[src/rtl/i2c_write_sequencer_if.sv]
// Bundle of the command-side and shifter/pad-side signals of the I2C write sequencer.
// The sequencer connects through the master modport; the surrounding logic uses slave.
interface i2c_write_sequencer_if #(
    parameter int MAX_DATA_BYTES = 4
);
    localparam int DBW = $clog2(MAX_DATA_BYTES + 1);

    logic                        start_transfer;
    logic [6:0]                  slave_address;
    logic [15:0]                 reg_address;
    logic [1:0]                  reg_address_bytes;
    logic [8*MAX_DATA_BYTES-1:0] data;
    logic [DBW-1:0]              data_bytes;
    logic                        byte_done;
    logic                        ack;
    logic [7:0]                  tx_byte;
    logic                        byte_send;
    logic                        timebase_enable;
    logic                        i2c_sda_control;
    logic                        i2c_scl_control;
    logic                        busy;
    logic                        transfer_done;
    logic                        nack_error;
    logic [4:0]                  nack_index;

    modport master (
        input  start_transfer, slave_address, reg_address, reg_address_bytes,
               data, data_bytes, byte_done, ack,
        output tx_byte, byte_send, timebase_enable, i2c_sda_control,
               i2c_scl_control, busy, transfer_done, nack_error, nack_index
    );

    modport slave (
        output start_transfer, slave_address, reg_address, reg_address_bytes,
               data, data_bytes, byte_done, ack,
        input  tx_byte, byte_send, timebase_enable, i2c_sda_control,
               i2c_scl_control, busy, transfer_done, nack_error, nack_index
    );
endinterface

[src/rtl/i2c_write_sequencer.sv]
// Sequences a full I2C write (START, address, 0-2 register bytes, data bytes, STOP,
// bus-free) around an external byte shifter, with NACK capture and optional abort.
module i2c_write_sequencer #(
    parameter int MAX_DATA_BYTES    = 4,
    parameter int TIMER_WIDTH       = 16,
    parameter int START_STOP_DELAY  = 350,
    parameter int SCL_RELEASE_DELAY = 157,
    parameter int SDA_RELEASE_DELAY = 540,
    parameter int ACK_DELAY         = 1600,
    parameter int BUS_FREE_DELAY    = 300,
    parameter bit ABORT_ON_NACK     = 1'b1
) (
    input  logic                  clock,
    input  logic                  reset,
    i2c_write_sequencer_if.master bus
);
    localparam int DBW = $clog2(MAX_DATA_BYTES + 1);
    localparam int DW  = 8 * MAX_DATA_BYTES;
    localparam logic [TIMER_WIDTH-1:0] T_SS  = TIMER_WIDTH'(START_STOP_DELAY);
    localparam logic [TIMER_WIDTH-1:0] T_SCL = TIMER_WIDTH'(SCL_RELEASE_DELAY);
    localparam logic [TIMER_WIDTH-1:0] T_SDA = TIMER_WIDTH'(SDA_RELEASE_DELAY);
    localparam logic [TIMER_WIDTH-1:0] T_ACK = TIMER_WIDTH'(ACK_DELAY);
    localparam logic [TIMER_WIDTH-1:0] T_BF  = TIMER_WIDTH'(BUS_FREE_DELAY);

    typedef enum logic [2:0] {
        S_IDLE, S_START, S_SEND, S_WAIT_ACK, S_STOP, S_BUS_FREE
    } state_t;

    state_t                 state_q, state_d;
    logic [TIMER_WIDTH-1:0] timer_q, timer_d, tmr_nxt_s;
    logic [4:0]             cnt_q, cnt_d, last_q, last_d;
    logic [6:0]             addr_q, addr_d;
    logic [15:0]            reg_q, reg_d;
    logic [1:0]             reg_bytes_q, reg_bytes_d;
    logic [DW-1:0]          data_q, data_d;
    logic [7:0]             tx_byte_q, tx_byte_d;
    logic                   byte_send_q, byte_send_d;
    logic                   tbe_q, tbe_d;
    logic                   sda_q, sda_d;
    logic                   scl_q, scl_d;
    logic                   busy_q, busy_d;
    logic                   done_q, done_d;
    logic                   nack_error_q, nack_error_d;
    logic [4:0]             nack_index_q, nack_index_d;
    logic [1:0]             r_s;
    logic [DBW-1:0]         d_s;
    logic                   load_tx_s;
    logic [4:0]             data_idx_s;
    logic [7:0]             list_byte_s;

    // Delays act on the timer value of the cycle in which the output changes,
    // so each event lands exactly its delay after state entry.
    assign tmr_nxt_s = timer_q + TIMER_WIDTH'(1);

    // Clamp the requested register-byte and data-byte counts.
    always_comb begin
        r_s = (bus.reg_address_bytes == 2'd3) ? 2'd2 : bus.reg_address_bytes;
        if (bus.data_bytes == DBW'(0)) begin
            d_s = DBW'(1);
        end else if (bus.data_bytes > DBW'(MAX_DATA_BYTES)) begin
            d_s = DBW'(MAX_DATA_BYTES);
        end else begin
            d_s = bus.data_bytes;
        end
    end

    // Next-state and registered-output logic.
    always_comb begin
        state_d      = state_q;
        cnt_d        = cnt_q;
        last_d       = last_q;
        addr_d       = addr_q;
        reg_d        = reg_q;
        reg_bytes_d  = reg_bytes_q;
        data_d       = data_q;
        byte_send_d  = byte_send_q;
        tbe_d        = tbe_q;
        sda_d        = sda_q;
        scl_d        = scl_q;
        busy_d       = busy_q;
        done_d       = 1'b0;
        nack_error_d = nack_error_q;
        nack_index_d = nack_index_q;
        load_tx_s    = 1'b0;
        case (state_q)
            S_IDLE: begin
                // done_q high marks the completion cycle, where a new request is refused
                if (bus.start_transfer && !done_q) begin
                    addr_d       = bus.slave_address;
                    reg_d        = bus.reg_address;
                    reg_bytes_d  = r_s;
                    data_d       = bus.data;
                    last_d       = {3'b000, r_s} + 5'(d_s);
                    nack_error_d = 1'b0;
                    nack_index_d = 5'd0;
                    busy_d       = 1'b1;
                    sda_d        = 1'b0;
                    state_d      = S_START;
                end else begin
                    state_d = S_IDLE;
                end
            end
            S_START: begin
                if (tmr_nxt_s == T_SS) begin
                    scl_d       = 1'b0;
                    tbe_d       = 1'b1;
                    cnt_d       = 5'd0;
                    load_tx_s   = 1'b1;
                    byte_send_d = 1'b1;
                    state_d     = S_SEND;
                end else begin
                    state_d = S_START;
                end
            end
            S_SEND: begin
                if (bus.byte_done) begin
                    byte_send_d = 1'b0;
                    state_d     = S_WAIT_ACK;
                end else begin
                    state_d = S_SEND;
                end
            end
            S_WAIT_ACK: begin
                if (tmr_nxt_s > T_SDA) begin
                    sda_d = 1'b1;
                end else begin
                    sda_d = sda_q;
                end
                if (tmr_nxt_s == T_ACK) begin
                    if (!bus.ack) begin
                        nack_error_d = 1'b1;
                        nack_index_d = nack_error_q ? nack_index_q : cnt_q;
                    end else begin
                        nack_error_d = nack_error_q;
                    end
                    sda_d = 1'b0;
                    if (!bus.ack && ABORT_ON_NACK) begin
                        state_d = S_STOP;
                    end else if (cnt_q < last_q) begin
                        cnt_d       = cnt_q + 5'd1;
                        load_tx_s   = 1'b1;
                        byte_send_d = 1'b1;
                        state_d     = S_SEND;
                    end else begin
                        state_d = S_STOP;
                    end
                end else begin
                    state_d = S_WAIT_ACK;
                end
            end
            S_STOP: begin
                if (tmr_nxt_s == T_SCL) begin
                    scl_d = 1'b1;
                end else begin
                    scl_d = scl_q;
                end
                if (tmr_nxt_s == T_SS) begin
                    sda_d   = 1'b1;
                    tbe_d   = 1'b0;
                    state_d = S_BUS_FREE;
                end else begin
                    state_d = S_STOP;
                end
            end
            S_BUS_FREE: begin
                if (tmr_nxt_s == T_BF) begin
                    done_d  = 1'b1;
                    busy_d  = 1'b0;
                    state_d = S_IDLE;
                end else begin
                    state_d = S_BUS_FREE;
                end
            end
            default: begin
                state_d = S_IDLE;
            end
        endcase
    end

    // Timer restarts on every state change and only runs in the timed states.
    always_comb begin
        if (state_d != state_q) begin
            timer_d = '0;
        end else if (state_q == S_IDLE || state_q == S_SEND) begin
            timer_d = timer_q;
        end else begin
            timer_d = tmr_nxt_s;
        end
    end

    // Select the byte-list entry for the counter value that SEND is about to use.
    always_comb begin
        data_idx_s = cnt_d - 5'd1 - {3'b000, reg_bytes_q};
        if (cnt_d == 5'd0) begin
            list_byte_s = {addr_q, 1'b0};
        end else if ({3'b000, reg_bytes_q} >= cnt_d) begin
            list_byte_s = (reg_bytes_q == 2'd2 && cnt_d == 5'd1) ? reg_q[15:8] : reg_q[7:0];
        end else begin
            list_byte_s = data_q[{data_idx_s, 3'b000} +: 8];
        end
        tx_byte_d = load_tx_s ? list_byte_s : tx_byte_q;
    end

    // State and output registers.
    always_ff @(posedge clock or posedge reset) begin
        if (reset) begin
            state_q      <= S_IDLE;
            timer_q      <= '0;
            cnt_q        <= 5'd0;
            last_q       <= 5'd0;
            addr_q       <= 7'd0;
            reg_q        <= 16'd0;
            reg_bytes_q  <= 2'd0;
            data_q       <= '0;
            tx_byte_q    <= 8'd0;
            byte_send_q  <= 1'b0;
            tbe_q        <= 1'b0;
            sda_q        <= 1'b1;
            scl_q        <= 1'b1;
            busy_q       <= 1'b0;
            done_q       <= 1'b0;
            nack_error_q <= 1'b0;
            nack_index_q <= 5'd0;
        end else begin
            state_q      <= state_d;
            timer_q      <= timer_d;
            cnt_q        <= cnt_d;
            last_q       <= last_d;
            addr_q       <= addr_d;
            reg_q        <= reg_d;
            reg_bytes_q  <= reg_bytes_d;
            data_q       <= data_d;
            tx_byte_q    <= tx_byte_d;
            byte_send_q  <= byte_send_d;
            tbe_q        <= tbe_d;
            sda_q        <= sda_d;
            scl_q        <= scl_d;
            busy_q       <= busy_d;
            done_q       <= done_d;
            nack_error_q <= nack_error_d;
            nack_index_q <= nack_index_d;
        end
    end

    assign bus.tx_byte         = tx_byte_q;
    assign bus.byte_send       = byte_send_q;
    assign bus.timebase_enable = tbe_q;
    assign bus.i2c_sda_control = sda_q;
    assign bus.i2c_scl_control = scl_q;
    assign bus.busy            = busy_q;
    assign bus.transfer_done   = done_q;
    assign bus.nack_error      = nack_error_q;
    assign bus.nack_index      = nack_index_q;
endmodule

[src/flat_wrapper.sv]
// flat-port wrapper written by rule: the top's interface ports become plain ports
module i2c_write_sequencer_flat 
#(
    parameter int MAX_DATA_BYTES    = 4,
    parameter int TIMER_WIDTH       = 16,
    parameter int START_STOP_DELAY  = 350,
    parameter int SCL_RELEASE_DELAY = 157,
    parameter int SDA_RELEASE_DELAY = 540,
    parameter int ACK_DELAY         = 1600,
    parameter int BUS_FREE_DELAY    = 300,
    parameter bit ABORT_ON_NACK     = 1'b1
)
  (clock, reset, bus_start_transfer, bus_slave_address, bus_reg_address, bus_reg_address_bytes, bus_data, bus_data_bytes, bus_byte_done, bus_ack, bus_tx_byte, bus_byte_send, bus_timebase_enable, bus_i2c_sda_control, bus_i2c_scl_control, bus_busy, bus_transfer_done, bus_nack_error, bus_nack_index);
  i2c_write_sequencer_if #(.MAX_DATA_BYTES(MAX_DATA_BYTES)) bus_i ();
  input  logic clock;
  input  logic reset;
  input wire logic [$bits(bus_i.start_transfer)-1:0] bus_start_transfer;
  input wire logic [$bits(bus_i.slave_address)-1:0] bus_slave_address;
  input wire logic [$bits(bus_i.reg_address)-1:0] bus_reg_address;
  input wire logic [$bits(bus_i.reg_address_bytes)-1:0] bus_reg_address_bytes;
  input wire logic [$bits(bus_i.data)-1:0] bus_data;
  input wire logic [$bits(bus_i.data_bytes)-1:0] bus_data_bytes;
  input wire logic [$bits(bus_i.byte_done)-1:0] bus_byte_done;
  input wire logic [$bits(bus_i.ack)-1:0] bus_ack;
  output wire logic [$bits(bus_i.tx_byte)-1:0] bus_tx_byte;
  output wire logic [$bits(bus_i.byte_send)-1:0] bus_byte_send;
  output wire logic [$bits(bus_i.timebase_enable)-1:0] bus_timebase_enable;
  output wire logic [$bits(bus_i.i2c_sda_control)-1:0] bus_i2c_sda_control;
  output wire logic [$bits(bus_i.i2c_scl_control)-1:0] bus_i2c_scl_control;
  output wire logic [$bits(bus_i.busy)-1:0] bus_busy;
  output wire logic [$bits(bus_i.transfer_done)-1:0] bus_transfer_done;
  output wire logic [$bits(bus_i.nack_error)-1:0] bus_nack_error;
  output wire logic [$bits(bus_i.nack_index)-1:0] bus_nack_index;
  assign bus_i.start_transfer = bus_start_transfer;
  assign bus_i.slave_address = bus_slave_address;
  assign bus_i.reg_address = bus_reg_address;
  assign bus_i.reg_address_bytes = bus_reg_address_bytes;
  assign bus_i.data = bus_data;
  assign bus_i.data_bytes = bus_data_bytes;
  assign bus_i.byte_done = bus_byte_done;
  assign bus_i.ack = bus_ack;
  assign bus_tx_byte = bus_i.tx_byte;
  assign bus_byte_send = bus_i.byte_send;
  assign bus_timebase_enable = bus_i.timebase_enable;
  assign bus_i2c_sda_control = bus_i.i2c_sda_control;
  assign bus_i2c_scl_control = bus_i.i2c_scl_control;
  assign bus_busy = bus_i.busy;
  assign bus_transfer_done = bus_i.transfer_done;
  assign bus_nack_error = bus_i.nack_error;
  assign bus_nack_index = bus_i.nack_index;
  i2c_write_sequencer #(.MAX_DATA_BYTES(MAX_DATA_BYTES), .TIMER_WIDTH(TIMER_WIDTH), .START_STOP_DELAY(START_STOP_DELAY), .SCL_RELEASE_DELAY(SCL_RELEASE_DELAY), .SDA_RELEASE_DELAY(SDA_RELEASE_DELAY), .ACK_DELAY(ACK_DELAY), .BUS_FREE_DELAY(BUS_FREE_DELAY), .ABORT_ON_NACK(ABORT_ON_NACK)) u_core (.clock(clock), .reset(reset), .bus(bus_i));
endmodule
[config.mk]
export PLATFORM = sky130hd
export DESIGN_NAME = i2c_write_sequencer_flat
export DESIGN_NICKNAME = d
export VERILOG_FILES = /design/src/rtl/i2c_write_sequencer_if.sv /design/src/rtl/i2c_write_sequencer.sv /design/src/flat_wrapper.sv
export SDC_FILE = /design/constraint.sdc
export NUM_CORES = 1
export LEC_CHECK = 0
export BUFFER_PORTS_ARGS = -buffer_cell sky130_fd_sc_hd__buf_2
export CORE_MARGIN = 3
export CORE_UTILIZATION = 40
export DETAILED_ROUTE_END_ITERATION = 7
export GPL_TIMING_DRIVEN = 0
export PLACE_DENSITY = 0.57
export SYNTH_ARGS = -nofsm -noshare
export SYNTH_HDL_FRONTEND = slang
export SYNTH_SLANG_ARGS = --single-unit
[constraint.sdc]
create_clock -name clock -period 5.45 [get_ports clock]
set_input_delay 1.3625 -clock clock [delete_from_list [all_inputs] [get_ports clock]]
set_output_delay 1.3625 -clock clock [all_outputs]
set_load 0.05 [all_outputs]
# Yosys cells after proc, flatten, opt, wreduce, memory -nomap -nowiden
# Index checks and enable logic that the tools add are counted.
[classes] add_sub_neg=5 order_cmp=4 eq_ne=26 n_shift=1 muxes=54 reduce_logical=20
[op_table] cell="$mux W5" n=8
[op_table] cell="$eq A16 B9 Y1 const B" n=2
[op_table] cell="$mux W16" n=2
[op_table] cell="$shiftx A32 B9 Y8" n=1
[op_table] cell="$mux W8" n=3
[op_table] cell="$mux W1" n=23
[op_table] cell="$pmux W5 S2" n=2
[op_table] cell="$mux W3" n=6
[op_table] cell="$pmux W3 S6" n=1
[op_table] cell="$add A16 B1 Y16 const B" n=1
[op_table] cell="$eq A16 B11 Y1 const B" n=1
[op_table] cell="$eq A16 B8 Y1 const B" n=1
[op_table] cell="$gt A16 B10 Y1 const B" n=1
[op_table] cell="$ne A2 B1 Y1 const B" n=8
[op_table] cell="$pmux W1 S2" n=5
[op_table] cell="$reduce_and A3 Y1" n=3
[op_table] cell="$ne A2 B2 Y1 const B" n=4
[op_table] cell="$reduce_and A4 Y1" n=2
[op_table] cell="$eq A3 B2 Y1 const B" n=2
[op_table] cell="$eq A3 B3 Y1 const B" n=2
[op_table] cell="$logic_not A3 Y1" n=2
[op_table] cell="$pmux W1 S3" n=2
[op_table] cell="$reduce_and A6 Y1" n=1
[op_table] cell="$reduce_bool A2 Y1" n=3
[op_table] cell="other kinds (20)" n=24
[word_totals] reg_bits=106 inputBits=65 out_inout_bits=20 elab_cells=127

# Depth between registers and ports, before layout
[depth] word_depth=10 ltp_mapped=19 depth_no_buf=16

# Least setup slack after synthesis
# No wires, ideal clock.
[synth_timing] path_kind="register to register" from="register u_core.timer_q[0]" to="register u_core.tx_byte_q[0] (netlist: u_core.bus.tx_byte[0])" arrival_time_ns=4.143 required_ns=5.326 slack_ns=1.183 stages_incl_launch_ff=19 n_path_buf=3 period_less_slack_ns=4.267 path_cell_list="dfrtp_1 ha_1 and3_1 clkbuf_1 xnor2_1 a31oi_4 nor3b_2 nand3_2 o211ai_2 ha_1 clkbuf_1 nand2b_1 a21oi_1 clkinv_1 and4_1 buf_2 nand2_1 a221oi_1 a211o_1"
[synth_via] elab_chain_len=9 word_cells_on_any_way=19 classes_between="add/sub (3); order compare (1); eq/ne (3); shift (1); mux (9); reduce/logical (2)"
[synth_rtl] item="start, declared" line="i2c_write_sequencer.sv:30" source="logic [TIMER_WIDTH-1:0] timer_q, timer_d, tmr_nxt_s;"
[synth_rtl] item="start signal, assigned" line="i2c_write_sequencer.sv:226" source="timer_q <= timer_d;"
[synth_rtl] item="$add A16 B1 Y16 *" line="i2c_write_sequencer.sv:53" source="assign tmr_nxt_s = timer_q + TIMER_WIDTH'(1);"
[synth_rtl] item="$eq A16 B11 Y1 or $eq A16 B9 Y1 (tied branches)" line="i2c_write_sequencer.sv:129, i2c_write_sequencer.sv:104"
[synth_rtl] item="$mux W5, on equally long branches" line="i2c_write_sequencer.sv:129, i2c_write_sequencer.sv:104"
[synth_rtl] item="$pmux W5 S2 *" line="i2c_write_sequencer.sv:85" source="case (state_q)"
[synth_rtl] item="named net u_core.cnt_d[0]" line="i2c_write_sequencer.sv:31" source="logic [4:0] cnt_q, cnt_d, last_q, last_d;"
[synth_rtl] item="$sub A5 B1 Y5 or $eq A5 B1 Y1 (tied branches)" line="i2c_write_sequencer.sv:193, i2c_write_sequencer.sv:197"
[synth_rtl] item="$sub A5 B2 Y5 or $logic_and A1 B1 Y1 (tied branches)" line="i2c_write_sequencer.sv:193, i2c_write_sequencer.sv:197"
[synth_rtl] item="$shiftx A32 B9 Y8 or $mux W8 (tied branches)" line="i2c_write_sequencer.sv:199, i2c_write_sequencer.sv:197"
[synth_rtl] item="$mux W8" line="i2c_write_sequencer.sv:196" source="end else if ({3'b000, reg_bytes_q} >= cnt_d) begin"
[synth_rtl] item="$mux W8 *" line="i2c_write_sequencer.sv:194" source="if (cnt_d == 5'd0) begin"
[synth_rtl] item="end signal, assigned" line="i2c_write_sequencer.sv:233" source="tx_byte_q <= tx_byte_d;"
[synth_rtl] item="end, declared" line="i2c_write_sequencer.sv:36" source="logic [7:0] tx_byte_q, tx_byte_d;"
# Mark *: on every way through the listed nets, which the timed path passes. The rest lies on a longest branch.
# A chain may end at the register's enable or synchronous reset.

# Worst setup path after layout
[layout_timing] from="register u_core.timer_q[1]" to="register u_core.tx_byte_q[2] (netlist: u_core.bus.tx_byte[2])"
# Same word-level chain as after synthesis.

==> results_dict.tcl <==
set metrics [dict create \
    gp_congestion 0.843 \
    overflow 0 \
    reg2reg_slack_ns 0.43 \
    cts_htree_levels 3 \
    ioPinCount 85 \
    hold_violations 0 \
    skew_ns 0.00829 \
    fmax_mhz 199 \
    cts_num_sinks 105 \
    max-cap-violations 0 \
    ys_warn_count 0 \
    die_area_mm2 0.0172 \
    required_ns 5.68 \
    pre_cts_slack_ns 0.236 \
    syn_to_final_growth_pct 16.8 \
    synth_area_mm2 0.00625 \
    ys_ff_latch 105 \
    synth_xor_area_share_pct 3.78 \
    place_hpwl_um 11400 \
    dieHeight_um 131 \
    start_kind "register" \
    hold_path_class "reg -> reg" \
    status "finished, final reports clean" \
    synthMuxAreaShare_pct 13.5 \
    yosysTopAreaCell "dfrtp_1" \
    ys_dominant_reg_cell "dfrtp_1" \
    portBuffers 84 \
    cts_tree "done" \
    drive_gt1_share_pct 31.2 \
    drt_iter0_drc 314 \
    postSynthAreaPerCell_um2 10.4 \
    relSlewSlack_pct 50.6 \
    cts_buffers 9 \
    cp_data_arrival_time_ns 5.25 \
    critical_path.endpoint_type "register" \
    synth_top_area_share_pct 41.2 \
    synth_area_leaders "dfrtp_1 (41%), mux2_2 (10%), nand2_1 (3.1%)" \
    synth_fa_ha_area_share_pct 3.44 \
    setup_tns_ns 0 \
    synth_edf_count 0 \
    antenna_found_initial 0 \
    root_buffer "clkbuf_16" \
    drtAntennaViolNets 0 \
    tightest_slew_ns 0.741 \
    slew_viol_final 0 \
    grt_max_degree 55 \
    path_clk_slew_ns 0.08 \
    async_reset_ff_share_pct 100 \
    cp_max_fo 9 \
    wire_per_inst_um 16.7 \
    synth_top_family_by_area "simple AND/OR/NAND/NOR gates" \
    grt_pass1_wl_um 24800 \
    synth-compound-area-share_pct 12.7 \
    postRouteWirelength_um 15300 \
    grt_pass1_vias 4835 \
    final_cell_mix "dfrtp_1 (103), buf_2 (94), mux2_2 (58)" \
    final_common_cell "dfrtp_1" \
    synth_nets 683 \
    p_per_area_mw_per_mm2 328 \
    ir_drop_uv 184 \
    max-clock-path-buffers 2 \
    finalCritPeriodShare_pct 92.2 \
    die_w_um 131 \
    vias 4877 \
    ys_seq_area_share_pct 42.1 \
    start_util_pct 41.0 \
    yosys.area_share.simple_pct 19.3 \
    finalSetupViolations 0 \
    nNetsFinal 782 \
    globalRouteTotalUtil_pct 18.3 \
    syn_inst 602 \
    drc 0 \
    min_period_ns 5.02 \
    dr.pass1.iters 5 \
    setup_ws_ns 0.426 \
    coreArea_mm2 0.0153 \
    clk_latency_ns 0.35 \
    avgViaCountPerCell 5.32 \
    rows 45 \
    power.leakage_nw 3.20 \
    antenna_cells 0 \
    ctsHoldBuffers 0 \
    critPathKind "reg -> reg" \
    yosysUniqueCellTypes 79 \
]
==> worst paths after layout <==
kind,cells past startpoint,startpoint,end
worst max-delay path,19,u_core.timer_q[1]$_DFFE_PP0P_,u_core.bus.tx_byte[2]$_DFFE_PP0P_
min in group asynchronous,2,reset,u_core.timer_q[13]$_DFFE_PP0P_
worst min register to register,2,u_core.last_q[2]$_DFFE_PP0P_,u_core.last_q[2]$_DFFE_PP0P_
worst max register to register,19,u_core.timer_q[1]$_DFFE_PP0P_,u_core.bus.tx_byte[2]$_DFFE_PP0P_
worst min-delay path,2,u_core.last_q[2]$_DFFE_PP0P_,u_core.last_q[2]$_DFFE_PP0P_
max in group asynchronous,3,reset,u_core.state_q[0]$_DFF_PP0_
==> metrics by stage <==
stage | instance area [um^2] | hold WS, ns | power [mW] | util [%] | std cells
floorplan | 6250 | 0.450 | 1.56 | - | 602
global placement | 6940 | 0.471 | 1.71 | 45.5 | 897
detailed placement | 6970 | 0.473 | 1.75 | 45.6 | 898
CTS | 7270 | 0.497 | 2.42 | 47.7 | 914
global route | 7300 | 0.517 | 2.53 | 47.8 | 917
finish | 7300 | 0.494 | 2.39 | 47.8 | 917
==> cell families after synthesis <==
kind of cell / after synthesis
simple gates: 217
compound gates: 101
mux: 67
buf+inv: 69
xor+xnor: 27
fa+ha+maj: 16
flops: 105
==> where the power goes <==
| group | internal, mW | leakage, nW | switching, mW |
|---|---|---|---|
| clock network | 0.330 | 0.146 | 0.333 |
| registers | 0.971 | 1.29 | 0.128 |
| logic | 0.317 | 1.76 | 0.311 |
==> final cells by class <==
class                           instances  area [um^2]
Buffer                                 43          224
Clock buffer                            9          225
Clock inverter                          7         80.1
Fill cell                            1410         7960
Inverter                               26          100
Multi-Input combinational cell        428         3310
Sequential cell                       105         2630
Tap cell                              211          264
Timing Repair Buffer                   88          470
==> cells in the mapped netlist (4+ instances only) <==
master and n:
a211oi_1 5, a21oi_1 15, and2_1 5, and3_1 11
and4_1 8, buf_1 7, buf_2 10, buf_4 9
clkbuf_1 14, dfrtp_1 103, ha_1 14, inv_1 25
mux2_2 58, mux4_2 8, nand2_1 52, nand2b_1 5
nand3_1 21, nand4_1 23, nor2_1 50, nor2b_1 6
nor3_1 7, nor4_1 4, o21ai_0 25, o221ai_1 7
o31ai_1 7, xnor2_1 16, xor2_1 11
==> per-layer routing <==
| metal | up-vias | wire [um] | global-route usage, % |
|---|---|---|---|
| met3 | 13 | 662 | 3.37 |
| met5 | - | 0 | 0 |
| met4 | 0 | 182 | 4.60 |
| met2 | 117 | 7020 | 29.0 |
| li1 | 2384 | - | - |
| met1 | 2363 | 7430 | 26.1 |
==> sequential cells by signal (all words and copies together) (netlist names) <==
name	cells
u_core.addr_q	7
u_core.bus.busy	1
u_core.bus.byte_send	1
u_core.bus.i2c_scl_control	1
u_core.bus.i2c_sda_control	1
u_core.bus.nack_error	1
u_core.bus.nack_index	5
u_core.bus.timebase_enable	1
u_core.bus.transfer_done	1
u_core.bus.tx_byte	8
u_core.cnt_q	5
u_core.data_q	32
u_core.last_q	4
u_core.reg_bytes_q	2
u_core.reg_q	16
u_core.state_q	3
u_core.timer_q	16
==> worst max-delay path: stages (launching register included) <==
cell and delay [ns]:
dfrtp_1 0.53, ha_1 0.31, and3_1 0.18, clkbuf_1 0.32, nand3_1 0.19, o31ai_1 0.38
and4b_1 0.25, buf_4 0.15, a211o_1 0.14, o211ai_2 0.19, ha_1 0.33, clkbuf_1 0.33
nand2b_1 0.26, a21oi_1 0.15, clkinv_1 0.28, and4_1 0.31, buf_2 0.18, nand3_1 0.09
and3_1 0.19, o221ai_1 0.13
==> timing repair <==
action                     in CTS  in global routing
setup endpoints to repair       0                  8
buffers inserted                0                  3
resized for setup               0                  1
Power figures use the tool's default switching activity.
